$ cat config.mk
export PLATFORM = sky130hd
export DESIGN_NAME = fdc_event_fifo_flat
export DESIGN_NICKNAME = d
export VERILOG_FILES = /design/src/rtl/fdc_event_fifo_if.sv /design/src/rtl/fdc_event_fifo.sv /design/src/flat_wrapper.sv
export SDC_FILE = /design/constraint.sdc
export NUM_CORES = 1
export LEC_CHECK = 0
export BUFFER_PORTS_ARGS = -buffer_cell sky130_fd_sc_hd__buf_2
export CAP_MARGIN = 20
export CELL_PAD_IN_SITES_DETAIL_PLACEMENT = 0
export CELL_PAD_IN_SITES_GLOBAL_PLACEMENT = 2
export CORE_UTILIZATION = 47
export CTS_CLUSTER_SIZE = 30
export DETAILED_ROUTE_END_ITERATION = 7
export PLACE_DENSITY_LB_ADDON = 0.05
export SETUP_SLACK_MARGIN = 0.2
export SYNTH_ARGS = -nofsm -noshare
export SYNTH_HDL_FRONTEND = slang
export SYNTH_SLANG_ARGS = --single-unit
$ cat constraint.sdc
create_clock -name MSX_CLK -period 7.8 [get_ports MSX_CLK]
set_clock_uncertainty 0.1 [all_clocks]
set_input_delay 0.78 -clock MSX_CLK [delete_from_list [all_inputs] [get_ports MSX_CLK]]
set_output_delay 0.78 -clock MSX_CLK [all_outputs]
set_load 0.005 [all_outputs]
$ cat src/rtl/fdc_event_fifo_if.sv
`default_nettype none
// ============================================================================
//  Module      : fdc_event_fifo_if
//  Description : Event-strobe, SPI pin and status bundle for fdc_event_fifo.
//                The master side drives MSX events and the SPI pins; the
//                slave side (the FIFO) returns serial data and status.
//  Revision    : 1.0 - initial release
// ============================================================================
interface fdc_event_fifo_if #(
  parameter int DEPTH_LOG2 = 3
);
  logic                  EV_VALID;
  logic                  EV_nLDOR;
  logic                  EV_A0;
  logic                  EV_nWR;
  logic                  EV_nRD;
  logic [7:0]            EV_DATA;
  logic                  SPI_CS;
  logic                  SPI_CLK;
  logic                  SPI_MISO;
  logic                  EV_IRQ;
  logic [DEPTH_LOG2:0]   FIFO_LEVEL;
  logic                  OVERFLOW;

  modport master (
    output EV_VALID, EV_nLDOR, EV_A0, EV_nWR, EV_nRD, EV_DATA, SPI_CS, SPI_CLK,
    input  SPI_MISO, EV_IRQ, FIFO_LEVEL, OVERFLOW
  );

  modport slave (
    input  EV_VALID, EV_nLDOR, EV_A0, EV_nWR, EV_nRD, EV_DATA, SPI_CS, SPI_CLK,
    output SPI_MISO, EV_IRQ, FIFO_LEVEL, OVERFLOW
  );
endinterface
`default_nettype wire

$ cat src/rtl/fdc_event_fifo.sv
`default_nettype none
// ============================================================================
//  Module      : fdc_event_fifo
//  Description : Queues decoded MSX accesses to the WD37C65C / LDOR window and
//                hands them to the STM32 as 16-bit SPI mode-0 frames, one
//                entry per chip-select assertion. SPI pins are oversampled.
//  Revision    : 1.0 - initial release
// ============================================================================
module fdc_event_fifo #(
  parameter int DEPTH_LOG2 = 3
) (
  input  wire logic        MSX_CLK,
  input  wire logic        RESET,
  fdc_event_fifo_if.slave  bus
);
  localparam int                  DEPTH      = 1 << DEPTH_LOG2;
  localparam logic [DEPTH_LOG2:0] LEVEL_FULL = (DEPTH_LOG2 + 1)'(DEPTH);
  localparam logic [4:0]          FRAME_BITS = 5'd16;

  // Storage keeps only the variable fields: {nLDOR, A0, nWR, nRD, DATA}.
  logic [11:0]           mem [DEPTH];
  logic [DEPTH_LOG2-1:0] wr_ptr;
  logic [DEPTH_LOG2-1:0] rd_ptr;
  logic [DEPTH_LOG2:0]   level;
  logic [DEPTH_LOG2:0]   level_next;
  logic                  irq;
  logic                  overflow;
  logic                  ovf_pend;

  logic [15:0]           shift;
  logic [4:0]            bit_cnt;
  logic                  active;

  logic                  cs_meta, cs_sync, cs_prev;
  logic                  sck_meta, sck_sync, sck_prev;

  logic                  empty, full;
  logic                  cs_fall, cs_rise, sck_fall;
  logic                  push, pop, drop;
  logic [11:0]           head;
  logic [15:0]           frame;

  assign empty    = (level == '0);
  assign full     = (level == LEVEL_FULL);
  assign cs_fall  = cs_prev & ~cs_sync;
  assign cs_rise  = ~cs_prev & cs_sync;
  assign sck_fall = sck_prev & ~sck_sync;

  // A pop only happens at the start of a frame; a full FIFO still accepts a
  // push in the same cycle because the pop frees the slot being written.
  assign pop  = cs_fall & ~empty;
  assign push = bus.EV_VALID & (~full | pop);
  assign drop = bus.EV_VALID & full & ~pop;

  assign head  = mem[rd_ptr];
  assign frame = {1'b1, head[11:8], ovf_pend, 2'b00, head[7:0]};

  assign bus.SPI_MISO   = shift[15];
  assign bus.EV_IRQ     = irq;
  assign bus.FIFO_LEVEL = level;
  assign bus.OVERFLOW   = overflow;

  // Double-flop the asynchronous SPI pins and keep one extra stage for edges.
  always_ff @(posedge MSX_CLK) begin
    if (RESET) begin
      cs_meta  <= 1'b1;
      cs_sync  <= 1'b1;
      cs_prev  <= 1'b1;
      sck_meta <= 1'b0;
      sck_sync <= 1'b0;
      sck_prev <= 1'b0;
    end else begin
      cs_meta  <= bus.SPI_CS;
      cs_sync  <= cs_meta;
      cs_prev  <= cs_sync;
      sck_meta <= bus.SPI_CLK;
      sck_sync <= sck_meta;
      sck_prev <= sck_sync;
    end
  end

  // Entry count after this cycle's push/pop; both together leave it as is.
  always_comb begin
    level_next = level;
    if (push && !pop) begin
      level_next = level + 1'b1;
    end else if (pop && !push) begin
      level_next = level - 1'b1;
    end
  end

  // Entry storage; contents need no reset because the pointers define validity.
  always_ff @(posedge MSX_CLK) begin
    if (!RESET && push) begin
      mem[wr_ptr] <= {bus.EV_nLDOR, bus.EV_A0, bus.EV_nWR, bus.EV_nRD, bus.EV_DATA};
    end
  end

  // Pointers, level, interrupt and overflow bookkeeping.
  always_ff @(posedge MSX_CLK) begin
    if (RESET) begin
      wr_ptr   <= '0;
      rd_ptr   <= '0;
      level    <= '0;
      irq      <= 1'b0;
      overflow <= 1'b0;
      ovf_pend <= 1'b0;
    end else begin
      if (push) begin
        wr_ptr <= wr_ptr + 1'b1;
      end
      if (pop) begin
        rd_ptr   <= rd_ptr + 1'b1;
        ovf_pend <= 1'b0;
      end
      if (drop) begin
        ovf_pend <= 1'b1;
        overflow <= 1'b1;
      end
      level <= level_next;
      irq   <= (level_next != '0);
    end
  end

  // Frame shifter: load on CS fall, clear on CS rise, shift on SCK fall.
  // Shifting is only armed by a synchronised CS fall, so SCK edges left over
  // from a transfer interrupted by reset are ignored.
  always_ff @(posedge MSX_CLK) begin
    if (RESET) begin
      shift   <= '0;
      bit_cnt <= '0;
      active  <= 1'b0;
    end else if (cs_fall) begin
      shift   <= pop ? frame : 16'h0000;
      bit_cnt <= '0;
      active  <= 1'b1;
    end else if (cs_rise) begin
      shift   <= '0;
      bit_cnt <= '0;
      active  <= 1'b0;
    end else if (active && sck_fall && (bit_cnt != FRAME_BITS)) begin
      shift   <= {shift[14:0], 1'b0};
      bit_cnt <= bit_cnt + 5'd1;
    end
  end
endmodule
`default_nettype wire

$ cat src/flat_wrapper.sv
// flat-port wrapper written by rule: the top's interface ports become plain ports
module fdc_event_fifo_flat 
#(
  parameter int DEPTH_LOG2 = 3
)
  (MSX_CLK, RESET, bus_EV_VALID, bus_EV_nLDOR, bus_EV_A0, bus_EV_nWR, bus_EV_nRD, bus_EV_DATA, bus_SPI_CS, bus_SPI_CLK, bus_SPI_MISO, bus_EV_IRQ, bus_FIFO_LEVEL, bus_OVERFLOW);
  fdc_event_fifo_if #(.DEPTH_LOG2(DEPTH_LOG2)) bus_i ();
  input  wire logic MSX_CLK;
  input  wire logic RESET;
  input wire logic [$bits(bus_i.EV_VALID)-1:0] bus_EV_VALID;
  input wire logic [$bits(bus_i.EV_nLDOR)-1:0] bus_EV_nLDOR;
  input wire logic [$bits(bus_i.EV_A0)-1:0] bus_EV_A0;
  input wire logic [$bits(bus_i.EV_nWR)-1:0] bus_EV_nWR;
  input wire logic [$bits(bus_i.EV_nRD)-1:0] bus_EV_nRD;
  input wire logic [$bits(bus_i.EV_DATA)-1:0] bus_EV_DATA;
  input wire logic [$bits(bus_i.SPI_CS)-1:0] bus_SPI_CS;
  input wire logic [$bits(bus_i.SPI_CLK)-1:0] bus_SPI_CLK;
  output wire logic [$bits(bus_i.SPI_MISO)-1:0] bus_SPI_MISO;
  output wire logic [$bits(bus_i.EV_IRQ)-1:0] bus_EV_IRQ;
  output wire logic [$bits(bus_i.FIFO_LEVEL)-1:0] bus_FIFO_LEVEL;
  output wire logic [$bits(bus_i.OVERFLOW)-1:0] bus_OVERFLOW;
  assign bus_i.EV_VALID = bus_EV_VALID;
  assign bus_i.EV_nLDOR = bus_EV_nLDOR;
  assign bus_i.EV_A0 = bus_EV_A0;
  assign bus_i.EV_nWR = bus_EV_nWR;
  assign bus_i.EV_nRD = bus_EV_nRD;
  assign bus_i.EV_DATA = bus_EV_DATA;
  assign bus_i.SPI_CS = bus_SPI_CS;
  assign bus_i.SPI_CLK = bus_SPI_CLK;
  assign bus_SPI_MISO = bus_i.SPI_MISO;
  assign bus_EV_IRQ = bus_i.EV_IRQ;
  assign bus_FIFO_LEVEL = bus_i.FIFO_LEVEL;
  assign bus_OVERFLOW = bus_i.OVERFLOW;
  fdc_event_fifo #(.DEPTH_LOG2(DEPTH_LOG2)) u_core (.MSX_CLK(MSX_CLK), .RESET(RESET), .bus(bus_i));
endmodule
== After elaboration in Yosys (flattened, before gate mapping) ==
Memory sizes are Yosys's and may differ from the RTL's. A register that Yosys moved wholly into a read port is not among the register bits.
Index checks and enable logic that the tools add are counted.
Word-level totals
  bits in registers: 41
  RAM bits: 96
  bits of input ports: 17
  output and inout port bits: 7
  logic and storage cells: 65
  memories: 1
Cells by class
  add/sub/neg operators: 5
  equal/unequal tests: 2
  multiplexer cells: 14
  bitwise logic cells: 14
  reductions and logical operators: 14
Memory list
  u_core.mem: words 8, width 12, rd ports 1, clocked after Yosys merged registers in 1, wr ports 1, RTL line fdc_event_fifo.sv:21  | logic [11:0] mem [DEPTH];
Operators by type and width (number)
  $mux 16: 4
  $mux 4: 2
  $and 1x1->1: 7
  $add 3x1->3 const B: 2
  $mux 1: 6
  $mux 3: 2
  $not 1->1: 6
  $add 5x1->5 const B: 1
  $logic_and 1x1->1: 5
  $ne 5x5->1 const B: 1
  $add 4x1->4 const B: 1
  $eq 4x4->1 const B: 1
  $logic_not 4->1: 1
  $reduce_bool 2->1: 2
  $reduce_bool 4->1: 1
  $sub 4x1->4 const B: 1
  $logic_not 1->1: 3
  $reduce_bool 3->1: 1
  $reduce_or 3->1: 1
  $or 1x1->1: 1

== Logic depth before layout (Yosys ltp) ==
Gate-level depths: netlist of the first run.
  depth in word-level cells: 10
  mapped depth: 8
  mapped depth without buffers: 7

== Worst setup path after synthesis of the first run ==
Ideal clock, no wire load.
  path type: reg-to-reg
  start: reg u_core.level[0] (netlist: u_core.bus.FIFO_LEVEL[0])
  end: mem u_core.mem[0][0], enable pin
  arrival: 2431 ps
  data required time: 7283 ps
  setup slack: 4852 ps
  cell stages (with the launch flop): 7
  path buffers: 1
  cells stage by stage: dfxtp_1 inv_1 ha_1 buf_6 nand3b_1 o21ai_1 nor4b_1
On the way
  longest elaborated chain between the ends: 8
  elaborated cells between the ends (all ways): 10
Ends and longest elaborated chain
  start, declared: RTL line fdc_event_fifo.sv:24  | logic [DEPTH_LOG2:0] level;
  start signal, assigned: RTL line fdc_event_fifo.sv:120  | level <= level_next;
  $logic_not 4->1: RTL line fdc_event_fifo.sv:43  | assign empty = (level == '0);
  $not 1->1: RTL line fdc_event_fifo.sv:51  | assign pop = cs_fall & ~empty;
  $and 1x1->1: RTL line fdc_event_fifo.sv:51
  $or 1x1->1 *: RTL line fdc_event_fifo.sv:52  | assign push = bus.EV_VALID & (~full | pop);
  $and 1x1->1 *: RTL line fdc_event_fifo.sv:52
  $logic_and 1x1->1 *: RTL line fdc_event_fifo.sv:94  | if (!RESET && push) begin
  $mux 1 *: RTL line fdc_event_fifo.sv:94
  $mux 1 (not written as such) *: RTL line fdc_event_fifo.sv:95  | mem[wr_ptr] <= {bus.EV_nLDOR, bus.EV_A0, bus.EV_nWR, bus.EV_nRD, bus.EV_DATA};
  end, declared: RTL line fdc_event_fifo.sv:21
Every way passes the cells marked *; elsewhere a longest branch is shown, timed or not.

== Worst setup path after layout of the first run ==
  start: reg u_core.level[0] (netlist: u_core.bus.FIFO_LEVEL[0])
  end: mem u_core.mem[0][1], enable pin
Same word-level chain as after synthesis.

==> flow_metrics.tcl, run 1 <==
set metrics [dict create \
    pwr-share-seq_pct 46.3 \
    layout_commonest_cell "edfxtp_1" \
    worst_pin_slew_ns 0.863 \
    cts_resized 0 \
    grt_pass1_wl_mm 16.4 \
    utilization_pct 56.7 \
    core_area_um2 11500 \
    max_stage_delay_ns 0.79 \
    power_density_nw_per_um2 273 \
    clk_pin_slew_ns 0.06 \
    nets 409 \
    synth_seq_cells 140 \
    crit_type "register to register" \
    synthArstFlopShare_pct 0 \
    setup_tns_ns 0 \
    postSynthCellCount 348 \
    cts_setup_buffers 0 \
    cp.required_ns 7.81 \
    area_growth_pct 17.3 \
    synth_edf_count 96 \
    syn_avg_cell_area_um2 15.9 \
    holdWs_ns 0.343 \
    p_clk_share_pct 48.4 \
    synth_fp_nets 373 \
    synth_area_um2 5540 \
    cts_hold_buf 0 \
    drt-wirelength-per-cell_um 18.9 \
    antenna_found_initial 0 \
    combinationalPowerShare_pct 5.3 \
    cts_root_buf "clkbuf_16" \
    gp_congestion 0.746 \
    synth-seq-area-share_pct 68.0 \
    core.rowCount 39 \
    port-buffer-count 23 \
    cpMaxStageDelayCell "nor4b_2" \
    final_hold_viol_count 0 \
    drv_cap 0 \
    first_global_vias 3001 \
    numCtsBuffers 17 \
    ir_drop_mv 0.218 \
    ys.flop_type "edfxtp_1" \
    setup_violations 0 \
    swShare_pct 21.5 \
    htree_levels 4 \
    ys_warn_count 0 \
    insertion_delay_ns 0.41 \
    rsz0062_at_grt "false" \
    crit_arrival_ns 2.74 \
    end_kind "register" \
    dp_hpwl_mm 6.22 \
    path_max_fanout 9 \
    drive_gt1_share_pct 25.2 \
    die_area_um2 12200 \
    num_antenna_cells 0 \
    drtIter0Drc 172 \
    synth_cell_types 44 \
    placedCellCount 504 \
    clock_sinks 140 \
    hp-class "register to register" \
    max_freq_mhz 367 \
    firstDrtPassIters 4 \
    p_switching_mw 0.381 \
    finalCritPeriodShare_pct 34.9 \
    drc 0 \
    cts_tree "built" \
    finalCriticalPeriod_ns 2.72 \
    vias_per_cell 5.44 \
    initial_core_util_pct 48.3 \
    overflow 0 \
    status "complete, no violations" \
    cellLeakagePower_nw 2.16 \
    startpoint_type "register" \
    io_pins 24 \
    ant_nets 0 \
    vias 2935 \
    routed_wl_mm 10.2 \
    fin_cells 540 \
    final_cell_mix "edfxtp_1 (96), dfxtp_1 (44), nor2_1 (27), mux2i_1 (27), mux4_2 (24)" \
    report.final.slew_viol_count 0 \
    crit_chain "inv_1 > ha_1 > nand3b_1 > o21ai_1 > nor4b_2 > buf_4" \
    p_int_mw 1.39 \
    die_h_um 111 \
    dieWidth_um 111 \
    slew_headroom_pct 42.3 \
    clockBufferDepth 2 \
    grt_usage_pct 18.0 \
    grt_max_degree 29 \
]
## path summary, 6_finish.rpt
check,endpoint,cells past startpoint,slack (ns),startpoint
max,u_core.mem[0][1],6,5.08,u_core.bus.FIFO_LEVEL[0]
max reg2reg,u_core.mem[0][1],6,5.08,u_core.bus.FIFO_LEVEL[0]
min reg2reg,u_core.cs_sync,1,0.34,u_core.cs_meta
min,u_core.cs_sync,1,0.34,u_core.cs_meta
## cell families after synthesis
kind of cell | synth area share [%]
adder cells (fa/ha/maj) | 1.81
buffers and inverters | 2.89
AO/OA/AOI/OAI | 3.95
flip-flops | 68.0
XOR/XNOR | 1.42
multiplexers | 14.6
AND/OR/NAND/NOR | 7.32
## cells in the mapped netlist (2+ instances only)
master	n	share of area (%)
a21oi_1	4	0.36
buf_1	4	0.27
buf_2	5	0.45
buf_4	4	0.54
buf_6	3	0.61
dfxtp_1	44	16
edfxtp_1	96	52
ha_1	8	1.8
inv_1	14	0.95
mux2i_1	27	4.9
mux4_2	24	9.8
nand2_1	16	1.1
nand2b_1	3	0.34
nand3_1	2	0.18
nand3b_1	2	0.27
nand4_1	3	0.34
nand4b_1	2	0.32
nand4bb_1	2	0.41
nor2_1	27	1.8
nor2b_1	5	0.56
nor3_1	3	0.27
nor3_2	2	0.36
nor3b_1	2	0.27
nor4_1	2	0.23
o2111ai_1	2	0.32
o211ai_1	3	0.41
o21ai_0	2	0.18
o21ai_1	3	0.27
o22ai_1	11	1.2
or2_2	2	0.23
xnor2_1	4	0.63
xor2_1	5	0.79
## area by class of cell
| class | count | area, um^2 |
|---|---|---|
| timing repair buffer | 34 | 219 |
| clock buffer | 18 | 429 |
| tap | 143 | 179 |
| sequential | 140 | 3760 |
| multi-input combinational | 177 | 1650 |
| fill | 902 | 4970 |
| clock inverter | 14 | 205 |
| inverter | 14 | 52.6 |
## power by group through the flow
stage / clock network (mW) / logic [mW] / registers, mW
3_5_place_dp: 0 / 0.0956 / 0.837
4_1_cts: 0.877 / 0.0961 / 0.821
6_report: 0.859 / 0.0946 / 0.821
5_1_grt: 0.912 / 0.105 / 0.823
2_1_floorplan: 0 / 0.0669 / 0.835
3_3_place_gp: 0 / 0.0959 / 0.836
## per-layer routing
metal / vias to the layer above / part of all wire [%] / track usage, %
li1: 1401 / - / -
met1: 1476 / 46 / 23.9
met2: 49 / 49 / 28.0
met3: 9 / 3.9 / 5.05
met4: 0 / 1.3 / 7.02
met5: - / 0 / 0
## sequential cells by signal, summed over array words and instances, names as in the netlist, 3 cells and up, named ones only
| signal | count |
|---|---|
| u_core.bit_cnt | 5 |
| u_core.bus.FIFO_LEVEL | 4 |
| u_core.mem | 96 |
| u_core.rd_ptr | 3 |
| u_core.shift | 16 |
| u_core.wr_ptr | 3 |
## critical path, delay by kind of cell (launching register included)
kind            cells  cell delay (ns)
compound gates      1             0.22
buf+inv             2             0.40
simple gates        2             1.00
flops               1             0.41
fa+ha+maj           1             0.30
## per-stage QoR
| step | worst slack (ns) | total power [mW] | cell area (um^2) |
|---|---|---|---|
| after floorplan | 4.85 | 0.902 | 5540 |
| after global placement | 5.01 | 0.932 | 5810 |
| after detailed placement | 4.96 | 0.932 | 5810 |
| after CTS | 4.99 | 1.79 | 6440 |
| after global routing | 4.78 | 1.84 | 6500 |
| final | 5.08 | 1.77 | 6500 |
Power figures use the tool's default switching activity.
==> run 2, diff against run 1 <==
--- a/config.mk
+++ b/config.mk
@@ -9,7 +9,7 @@
 export CAP_MARGIN = 20
 export CELL_PAD_IN_SITES_DETAIL_PLACEMENT = 0
 export CELL_PAD_IN_SITES_GLOBAL_PLACEMENT = 2
-export CORE_UTILIZATION = 47
+export CORE_UTILIZATION = 41
 export CTS_CLUSTER_SIZE = 30
 export DETAILED_ROUTE_END_ITERATION = 7
 export PLACE_DENSITY_LB_ADDON = 0.05
==> constraint.sdc (replaced) <==
create_clock -name MSX_CLK -period 2.3 [get_ports MSX_CLK]
set_clock_uncertainty 0.1 [all_clocks]
set_input_delay 0.23 -clock MSX_CLK [delete_from_list [all_inputs] [get_ports MSX_CLK]]
set_output_delay 0.23 -clock MSX_CLK [all_outputs]
set_load 0.005 [all_outputs]
==> run 2 against run 1 <==
Effect of this change:
- register-to-register slack got worse by 4.8 ns
- cell count rose by 12%
- sequential share of layout area fell by 3.4 points
- worst hold slack got worse by 0.33 ns
- critical path type unchanged
- critical endpoint is now u_core.mem[4][3]
- highest routed layer unchanged
==> flow_metrics.tcl, run 2 (synthesis results as in run 1) <==
set metrics [dict create \
    status "complete, no violations" \
    clk_pin_slew_ns 0.06 \
    setup_violations 0 \
    dieWidth_um 118 \
    slew_headroom_pct 55.2 \
    path_common_cell "buf_4" \
    largest_reg_flops 96 \
    dp_hpwl_mm 6.66 \
    combinationalPowerShare_pct 7.2 \
    core.rowCount 42 \
    grt_max_degree 25 \
    cts_tree "built" \
    numCtsBuffers 17 \
    ir_drop_mv 0.609 \
    vias 3035 \
    io_pins 24 \
    fin_cells 606 \
    drv_cap 0 \
    hp-class "primary input to register" \
    p_int_mw 4.65 \
    critical-path-top-delay-family "buffers and inverters" \
    antenna_found_initial 0 \
    finalCriticalPeriod_ns 2.04 \
    largestRegisters "u_core.mem (96), u_core.shift (16), u_core.bit_cnt (5)" \
    routed-wl-met3_um 327 \
    cellLeakagePower_nw 2.31 \
    worst_pin_slew_ns 0.670 \
    firstDrtPassIters 4 \
    end_kind "register" \
    power_density_nw_per_um2 853 \
    max_stage_delay_ns 0.35 \
    max_freq_mhz 490 \
    cpMaxStageDelayCell "dfxtp_4" \
    port-buffer-count 23 \
    final_hold_viol_count 0 \
    wl_met2_mm 5.00 \
    final_cell_mix "edfxtp_1 (96), dfxtp_1 (42), mux2i_1 (27)" \
    rsz0062_at_grt "true" \
    placedCellCount 554 \
    htree_levels 4 \
    area_growth_pct 24.8 \
    first_global_vias 3048 \
    wl_met1_mm 5.13 \
    top_register "u_core.mem" \
    drt-wirelength-per-cell_um 17.5 \
    num_antenna_cells 0 \
    grt_usage_pct 16.5 \
    vias_per_cell 5.01 \
    report.final.slew_viol_count 0 \
    cts_root_buf "clkbuf_16" \
    path_buf_inv 4 \
    startpoint_type "register" \
    drc 0 \
    p_switching_mw 1.25 \
    overflow 0 \
    die_h_um 118 \
    gp_congestion 0.742 \
    clock_sinks 140 \
    initial_core_util_pct 42.0 \
    pwr-share-seq_pct 47.2 \
    cp.required_ns 2.34 \
    utilization_pct 52.4 \
    crit_type "register to register" \
    insertion_delay_ns 0.42 \
    crit_chain "inv_4 > ha_4 > nand3b_1 > buf_4 > o21a_4 > nand2_4 > nor4_4 > buf_4 > clkbuf_16" \
    grt_pass1_wl_mm 16.9 \
    crit_arrival_ns 2.08 \
    swShare_pct 21.2 \
    path_max_fanout 6 \
    nets 442 \
    routed.top_layer "met4" \
    routed_wl_mm 10.6 \
    core_area_um2 13200 \
    drtIter0Drc 159 \
    finalCritPeriodShare_pct 88.8 \
    layout_commonest_cell "edfxtp_1" \
    drive_gt1_share_pct 29.5 \
    ant_nets 0 \
    p_clk_share_pct 45.7 \
    clockBufferDepth 2 \
    finalPower_mw 5.90 \
    die_area_um2 14000 \
]
==> run 2: cell count changes in the layout (fill, tap and decap cells not counted), moves of 4 or more <==
cell,change
buf_4,+15
buf_12,+5
inv_6,-4
dlygate4sd3_1,+14
==> run 2: routing by layer <==
layer / global-route usage (%) / up-vias
met3: 3.96 / 11
met2: 24.6 / 47
met4: 8.17 / 0
met1: 22.6 / 1502
li1: - / 1475
met5: 0 / -
==> run 2: stage by stage <==
stage | hold WS (ns) | area, um^2 | TNS, ns | setup slack [ns]
after floorplan | 0.229 | 5620 | 0 | 0.0695
after global placement | 0.320 | 6070 | -0.429 | -0.0365
after detailed placement | 0.324 | 6070 | -1.11 | -0.0932
after CTS | 0.00133 | 6830 | 0 | 0.151
after global routing | 0.0137 | 6910 | 0 | 0.188
final | 0.0124 | 6910 | 0 | 0.258
==> run 2: cell type report <==
cell class                      count  area (um^2)
Tap cell                          176          220
Timing Repair Buffer               67          561
Sequential cell                   140         3770
Inverter                           14         55.1
Clock inverter                     13          149
Multi-Input combinational cell    177         1720
Clock buffer                       19          433
Fill cell                        1113         6280
==> run 2: timing repair <==
action,CTS,global route
hold buffers,14,0
gates resized for setup,4,3
endpoints found under the hold margin,84,0
cloned,0,1
endpoints found under the setup margin,60,60
setup buffers,1,4
pin swaps,3,3
==> run 2: power groups by stage <==
| stage | logic [mW] | registers [mW] | clock network, mW |
|---|---|---|---|
| floorplan | 0.243 | 2.84 | 0 |
| global placement | 0.396 | 2.83 | 0 |
| detailed placement | 0.397 | 2.83 | 0 |
| CTS | 0.425 | 2.78 | 2.75 |
| global route | 0.462 | 2.79 | 2.85 |
| finish | 0.422 | 2.78 | 2.69 |
==> run 2: final timing paths <==
check                                               from               end  slack, ns  cells past startpoint
worst min register to register            u_core.cs_meta    u_core.cs_sync       0.33                      1
worst max-delay path            u_core.bus.FIFO_LEVEL[0]  u_core.mem[4][3]       0.26                      9
worst max register to register  u_core.bus.FIFO_LEVEL[0]  u_core.mem[4][3]       0.26                      9
worst min-delay path                          bus_EV_nWR  u_core.mem[0][9]       0.01                      1
